**config.mk**
```make
export PLATFORM = sky130hd
export DESIGN_NAME = teclado_entry_ctrl
export DESIGN_NICKNAME = d
export VERILOG_FILES = /design/src/rtl/teclado_entry_ctrl.sv
export SDC_FILE = /design/constraint.sdc
export NUM_CORES = 1
export LEC_CHECK = 0
export BUFFER_PORTS_ARGS = -buffer_cell sky130_fd_sc_hd__buf_2
export CORE_UTILIZATION = 47
export CTS_CLUSTER_DIAMETER = 60
export DETAILED_ROUTE_END_ITERATION = 6
export MAX_ROUTING_LAYER = met4
export PLACE_DENSITY_LB_ADDON = 0.08
export SYNTH_ARGS = -nofsm -noshare
export SYNTH_HDL_FRONTEND = slang
export SYNTH_SLANG_ARGS = --single-unit
```
**constraint.sdc**
```tcl
create_clock -name clk -period 2.4 [get_ports clk]
set_input_delay 0.12 -clock clk [delete_from_list [all_inputs] [get_ports clk]]
set_output_delay 0.12 -clock clk [all_outputs]
set_load 0.1 [all_outputs]
```
**src/rtl/teclado_entry_ctrl.sv**
```systemverilog
// Keyboard entry sequencer: turns PS/2 scan-code bytes into digit load strobes
// for a bank of holding registers, with backspace, enter and break/extended filtering.
module teclado_entry_ctrl #(
  parameter int N_SLOTS = 4,
  parameter int W       = 8
) (
  input  logic               clk,
  input  logic               rst,
  input  logic               rx_done_tick,
  input  logic [7:0]         rx_data,
  output logic [N_SLOTS-1:0] load,
  output logic [W-1:0]       d_out,
  output logic [3:0]         slot_ptr,
  output logic               full,
  output logic               entry_done,
  output logic [3:0]         entry_len,
  output logic [2:0]         dbg_state
);

  typedef enum logic [2:0] {
    S_WAIT = 3'd0,
    S_BRK  = 3'd1,
    S_EXT  = 3'd2,
    S_LOAD = 3'd3,
    S_DONE = 3'd4
  } state_t;

  state_t             r_state;
  state_t             w_next;
  logic [3:0]         r_slot_ptr;
  logic [3:0]         r_target;
  logic [W-1:0]       r_d_out;
  logic [3:0]         r_entry_len;
  logic               r_inc;
  logic               w_is_digit;
  logic [3:0]         w_digit;
  logic               w_full;
  logic               w_empty;
  logic               w_act_digit;
  logic               w_act_bksp;
  logic               w_act_enter;
  logic [N_SLOTS-1:0] w_load;
  logic               w_done;

  always_comb begin
    w_is_digit = 1'b1;
    w_digit    = 4'd0;
    case (rx_data)
      8'h45:   w_digit = 4'd0;
      8'h16:   w_digit = 4'd1;
      8'h1E:   w_digit = 4'd2;
      8'h26:   w_digit = 4'd3;
      8'h25:   w_digit = 4'd4;
      8'h2E:   w_digit = 4'd5;
      8'h36:   w_digit = 4'd6;
      8'h3D:   w_digit = 4'd7;
      8'h3E:   w_digit = 4'd8;
      8'h46:   w_digit = 4'd9;
      default: w_is_digit = 1'b0;
    endcase
  end

  assign w_full      = (r_slot_ptr == 4'(N_SLOTS));
  assign w_empty     = (r_slot_ptr == 4'd0);
  assign w_act_digit = (r_state == S_WAIT) && rx_done_tick && w_is_digit && !w_full;
  assign w_act_bksp  = (r_state == S_WAIT) && rx_done_tick && (rx_data == 8'h66) && !w_empty;
  assign w_act_enter = (r_state == S_WAIT) && rx_done_tick && (rx_data == 8'h5A) && !w_empty;

  always_ff @(posedge clk or negedge rst) begin
    if (!rst) r_state <= S_WAIT;
    else      r_state <= w_next;
  end

  always_comb begin
    w_next = r_state;
    case (r_state)
      S_WAIT: begin
        if (rx_done_tick) begin
          if (rx_data == 8'hF0)              w_next = S_BRK;
          else if (rx_data == 8'hE0)         w_next = S_EXT;
          else if (w_act_digit || w_act_bksp) w_next = S_LOAD;
          else if (w_act_enter)              w_next = S_DONE;
        end
      end
      S_BRK:  if (rx_done_tick) w_next = S_WAIT;
      S_EXT:  if (rx_done_tick) w_next = (rx_data == 8'hF0) ? S_BRK : S_WAIT;
      S_LOAD: w_next = S_WAIT;
      S_DONE: w_next = S_WAIT;
      default: w_next = S_WAIT;
    endcase
  end

  // Backspace decrements before LOAD so the strobe targets the slot being cleared.
  always_ff @(posedge clk or negedge rst) begin
    if (!rst) begin
      r_slot_ptr  <= 4'd0;
      r_target    <= 4'd0;
      r_d_out     <= '0;
      r_entry_len <= 4'd0;
      r_inc       <= 1'b0;
    end else begin
      if (w_act_digit) begin
        r_d_out  <= W'(w_digit);
        r_target <= r_slot_ptr;
        r_inc    <= 1'b1;
      end else if (w_act_bksp) begin
        r_d_out    <= '0;
        r_target   <= r_slot_ptr - 4'd1;
        r_slot_ptr <= r_slot_ptr - 4'd1;
        r_inc      <= 1'b0;
      end else if (w_act_enter) begin
        r_entry_len <= r_slot_ptr;
      end
      if (r_state == S_LOAD && r_inc) r_slot_ptr <= r_slot_ptr + 4'd1;
      if (r_state == S_DONE)          r_slot_ptr <= 4'd0;
    end
  end

  always_comb begin
    w_load = '0;
    w_done = 1'b0;
    if (r_state == S_LOAD) w_load = {{(N_SLOTS-1){1'b0}}, 1'b1} << r_target;
    if (r_state == S_DONE) w_done = 1'b1;
  end

  assign load       = w_load;
  assign d_out      = r_d_out;
  assign slot_ptr   = r_slot_ptr;
  assign full       = w_full;
  assign entry_done = w_done;
  assign entry_len  = r_entry_len;
  assign dbg_state  = r_state;

endmodule

```
* Yosys cells after proc, flatten, opt, wreduce, memory -nomap -nowiden
Cells that the tools add are included.
W data, S select, Z words.
** Storage, ports and cells
- Flip-flop bits (word level) :: 24
- Input bits :: 11
- Logic and storage cells :: 76
** Cells by class
- Add/sub/neg operators :: 2
- Equal/unequal tests :: 24
- Shift operators :: 1
- Mux-type cells :: 22
- Bitwise operators :: 2
- Reductions and logical operators :: 19
** Operators with widths (number)
- $eq A8 B6 Y1 const B :: 6
- $pmux W4 S9 :: 1
- $eq A8 B7 Y1 const B :: 4
- $mux W4 :: 6
- $mux W3 :: 7
- $eq A8 B5 Y1 const B :: 2
- $eq A8 B8 Y1 const B :: 2
- $mux W8 :: 2
- $reduce_or A10 Y1 :: 1
- $pmux W3 S3 :: 1
- $logic_and A1 B1 Y1 :: 8
- $eq A3 B2 Y1 const B :: 2
- $ne A2 B2 Y1 const B :: 3
- $mux W1 :: 5
- $ne A5 B2 Y1 const B :: 1
- $add A4 B1 Y4 const B :: 1
- $eq A4 B3 Y1 const B :: 1
- $logic_not A4 Y1 :: 1
- $reduce_and A4 Y1 :: 1
- $shl A1 B4 Y4 const A :: 1
- $sub A4 B1 Y4 const B :: 1
- $eq A3 B1 Y1 const B :: 1
- $eq A3 B3 Y1 const B :: 1
- $logic_not A3 Y1 :: 1
- other kinds (8) :: 10

* Logic depth before layout (Yosys ltp)
- Depth in word-level cells :: 11
- Gate-level depth with buffers :: 8

* Worst setup path after synthesis
OpenSTA, ideal clock, no wires.
- Kind :: register to output
- From :: register r_state[0] (netlist: dbg_state[0])
- To :: output load[1]
- Arrival :: 3.745 ns
- Data required time :: 2.280 ns
- Path slack :: -1.465 ns
- Cell stages (with the launch flop) :: 4
- Path buffers :: 0
- Cell sequence :: dfrtp_1 > nand3b_1 > or3_1 > nor3b_1
** On the way
- Longest elaborated chain between the ends :: 2
** Ends and longest elaborated chain
- from (decl) :: RTL line 28 : state_t r_state;
- from (signal assigned) :: RTL line 71 : else r_state <= w_next;
- $eq A3 B2 Y1 :: RTL line 122 : if (r_state == S_LOAD) w_load = {{(N_SLOTS-1){1'b0}}, 1'b1} << r_target;
- $mux W4 :: RTL line 122
- to (decl) :: RTL line 11 : output logic [N_SLOTS-1:0] load,
No other way between the ends.

* Worst setup path in the final report
- From :: register r_state[1] (netlist: dbg_state[1])
- To :: register r_slot_ptr[3] (netlist: slot_ptr[3])
** On the way
- Longest elaborated chain between the ends :: 6
- Elaborated cells between the ends (all ways) :: 14
- Those cells by class :: 3 x eq/ne; 2 x mux; 9 x reduce/logical
** Ends and longest elaborated chain
- $logic_not A3 Y1 :: RTL line 65, 66
- $logic_and A1 B1 Y1 :: RTL line 65, 66
- $logic_and A1 B1 Y1 (on tied branches) (2 in a row) :: RTL line 65, 66
- $ne A3 B1 Y1 (no line) or $reduce_bool A3 Y1 (tied branches)
- $reduce_and A2 Y1 (no line)
- to (signal assigned) :: RTL line 109 : r_slot_ptr <= r_slot_ptr - 4'd1;
- to (signal assigned) :: RTL line 114 : if (r_state == S_LOAD && r_inc) r_slot_ptr <= r_slot_ptr + 4'd1;
- to (decl) :: RTL line 30 : logic [3:0] r_slot_ptr;
Several ways; a longest one is shown, not always the timed one.
A chain may end at the register's enable or synchronous reset.

==> reports/qor.yml <==
fin_util_pct: 63.47
grt_overflow: 0
synth_area_per_cell_um2: 9.222
numCtsBuffers: 3
worstMarginPinSlew_ns: 0.5573
cap_viol_max_count: 0
async_flop_share_pct: 100.0
combPwrFrac_pct: 37.5
drive_gt1_share_pct: 38.66
cts_tree: "yes"
vias: 1371
power.density_nw_per_um2: 667.5
grt_pass1_vias: 1330
crit_fanout: 7
grt_use_total_pct: 25.24
switchingPower_w: 0.0005034
antenna_found_initial: 0
place_hpwl_mm: 2.893
core_area_um2: 2805
synth_edf_count: 0
r2r_cells: 5
drc_errors: 9
avgRoutedWirePerCell_um: 16.51
p_sw_share_pct: 42.35
period_minus_slack_ns: 2.338
pwr-share-seq_pct: 38.7
syn-cell-area_um2: 1420
peakVddDrop_v: 0.0003645
clkPwrFrac_pct: 23.8
yosys_register_bits: 20
start_util_pct: 50.62
finalSetupTns_ns: 0
clk_pin_slew_worst_paths_ns: 0.12
setup_viol: 0
vias_per_cell: 6.093
h-tree-depth: 1
hold_depth: 4
io_pins: 36
place.gp.congestion: 0.8779
cts.sinks: 20
ys_seq_area_share_pct: 35.24
yosys_warnings: 0
end_kind: "flop"
leakage_nw: 0.8250
cts.path.max_buffers: 2
dr.pass1.iters: 6
hold_class: "in2reg"
arrival_ns: 2.53
slew_violations: 0
rsz0062_at_grt: "no"
slew_headroom_pct: 62.73
fin_crit_sh_pct: 97.40
critPathLaunchType: "flop"
die_w_um: 56.97
worstPathRequired_ns: 2.59
clock_skew_ns: 0.002213
syn_to_final_growth_pct: 25.37
final_antenna_net_count: 0
insertedDiodeCount: 0
p_int_w: 0.0006851
die-area_um2: 3246
max_freq_mhz: 427.8
hold_violations: 0
drtIter0Drc: 61
grt_pass1_wl_mm: 6.237
nets: 208
synth_cell_type_count: 55
status: "finished, violations left"
routed_wl_mm: 3.714
violations: "DRC"
die_h_um: 56.97
root_buffer: "clkbuf_4"
fp-row-count: 19
worst-setup-path-type: "reg2reg"
portBuffers: 31
synthFlopType: "dfrtp_1"
insertion_delay_ns: 0.31
postSynthCellCount: 154
grt_max_degree: 21
[power by group through the flow]
stage	registers (W)	clock network [W]	logic, W
floorplan	0.000624	0	0.000186
global placement	0.000462	0	0.000435
detailed placement	0.000466	0	0.000441
CTS	0.000459	0.000291	0.000444
global route	0.000467	0.000302	0.000471
finish	0.000459	0.000283	0.000446
[cell type report]
cell class / count / area [µm²]
clock buffer: 3 / 22.52
clock inverter: 1 / 30.03
multi-input combinational: 121 / 892.1
timing repair buffer: 43 / 252.7
tap: 31 / 38.79
fill: 256 / 1025
inverter: 6 / 22.52
sequential: 20 / 521.8
[cells by family (layout without fill, tap and decap cells)]
| group | Yosys count | after routing | share of synthesized area, % |
|---|---|---|---|
| AO/OA/AOI/OAI | 37 | 37 | 20.53 |
| buffers and inverters | 16 | 53 | 5.638 |
| flip-flops | 20 | 20 | 35.24 |
| multiplexers | 3 | 3 | 2.291 |
| XOR/XNOR | 4 | 4 | 2.467 |
| adder cells (fa/ha/maj) | 2 | 2 | 1.762 |
| AND/OR/NAND/NOR | 71 | 71 | 31.81 |
| other | 1 | 4 | 0.2641 |
[Yosys cell counts (all sizes together), types with 2 or more instances]
| cell type | number | area share (%) |
|---|---|---|
| xor2 | 2 | 1.2 |
| buf | 6 | 3.0 |
| nor2b | 4 | 1.8 |
| nand4 | 2 | 0.88 |
| nor2 | 13 | 4.0 |
| o211ai | 3 | 1.6 |
| a211oi | 3 | 1.6 |
| o21ai | 6 | 2.1 |
| nand2 | 7 | 1.9 |
| a221o | 4 | 3.0 |
| and3 | 2 | 0.88 |
| a21o | 4 | 2.1 |
| nand2b | 5 | 2.2 |
| o31a | 2 | 1.2 |
| nand3b | 2 | 1.1 |
| nor3 | 7 | 2.8 |
| ha | 2 | 1.8 |
| a21oi | 5 | 1.8 |
| xnor2 | 2 | 1.2 |
| inv | 6 | 1.6 |
| nor4b | 4 | 2.5 |
| o2bb2ai | 2 | 2.6 |
| dfrtp | 20 | 35 |
| nor3b | 5 | 3.0 |
| clkbuf | 4 | 1.1 |
| nand3 | 4 | 1.4 |
| or4b | 3 | 2.1 |
| nor4 | 2 | 0.88 |
| mux2 | 2 | 1.6 |
| or3 | 4 | 2.1 |
[final timing paths]
path | slack (ns) | end | from
max | 0.06 | slot_ptr[3] | dbg_state[1]
min | 0.18 | dbg_state[0] | rx_done_tick
min in group asynchronous | 0.29 | d_out[3] | rst
max reg2reg | 0.06 | slot_ptr[3] | dbg_state[1]
max in group asynchronous | 1.77 | slot_ptr[2] | rst
min reg2reg | 0.50 | entry_len[1] | entry_len[1]
[cells in the final DEF (no fill, tap or decap), types with 4 or more instances in the layout]
cell / netlist / layout
a21o_1: 4 / 4
buf_4: 5 / 11
nand2_1: 7 / 7
o21ai_0: 6 / 6
clkbuf_4: 0 / 5
nand2b_1: 5 / 5
dfrtp_4: 0 / 5
conb_1: 1 / 4
inv_1: 6 / 5
nor2b_1: 4 / 4
nor3_1: 6 / 5
dfrtp_1: 20 / 13
buf_2: 1 / 29
nor2_1: 12 / 11
nor4b_1: 4 / 4
nand3_1: 4 / 4
a21oi_1: 5 / 5
[sequential cells by signal, indices dropped and copies added, names as in the netlist]
register / cells
r_inc: 1
dbg_state: 3
r_target: 4
d_out: 4
slot_ptr: 4
entry_len: 4
[critical path: stages, from the launching register on]
cell	delay, ns
dfrtp_4	0.49
or4b_4	0.59
or4_4	0.57
or3_4	0.37
a21boi_2	0.14
nor3b_2	0.05
[metal layers]
metal  GRT usage (%)  wire (µm)
met3           3.628        193
met2           41.34       1810
met1           32.65       1691
met4           7.317         19
met5               -          0
[repair_timing]
| item | CTS | global route |
|---|---|---|
| gates resized for setup | 1 | 2 |
| endpoints found under the setup margin | 2 | 2 |
| endpoints found under the hold margin | 20 | 0 |
| hold buffers | 1 | 0 |
| setup buffers | 0 | 0 |
[per-stage QoR]
| stage | hold slack [ns] | cells | worst slack (ns) | power [W] | area [µm²] |
|---|---|---|---|---|---|
| 2_1_floorplan | -0.1756 | 157 | -0.1835 | 0.0008099 | 1496 |
| 3_5_place_dp | 0.1006 | 220 | 0.001953 | 0.0009071 | 1709 |
| 6_report | 0.1765 | 225 | 0.06230 | 0.001189 | 1780 |
| 4_1_cts | 0.1682 | 225 | 0.03281 | 0.001194 | 1775 |
| 5_1_grt | 0.1818 | 225 | 0.005826 | 0.001240 | 1780 |
| 3_3_place_gp | 0.08968 | 220 | 0.03027 | 0.0008976 | 1709 |
No activity file was read; power rests on OpenSTA's default activity.
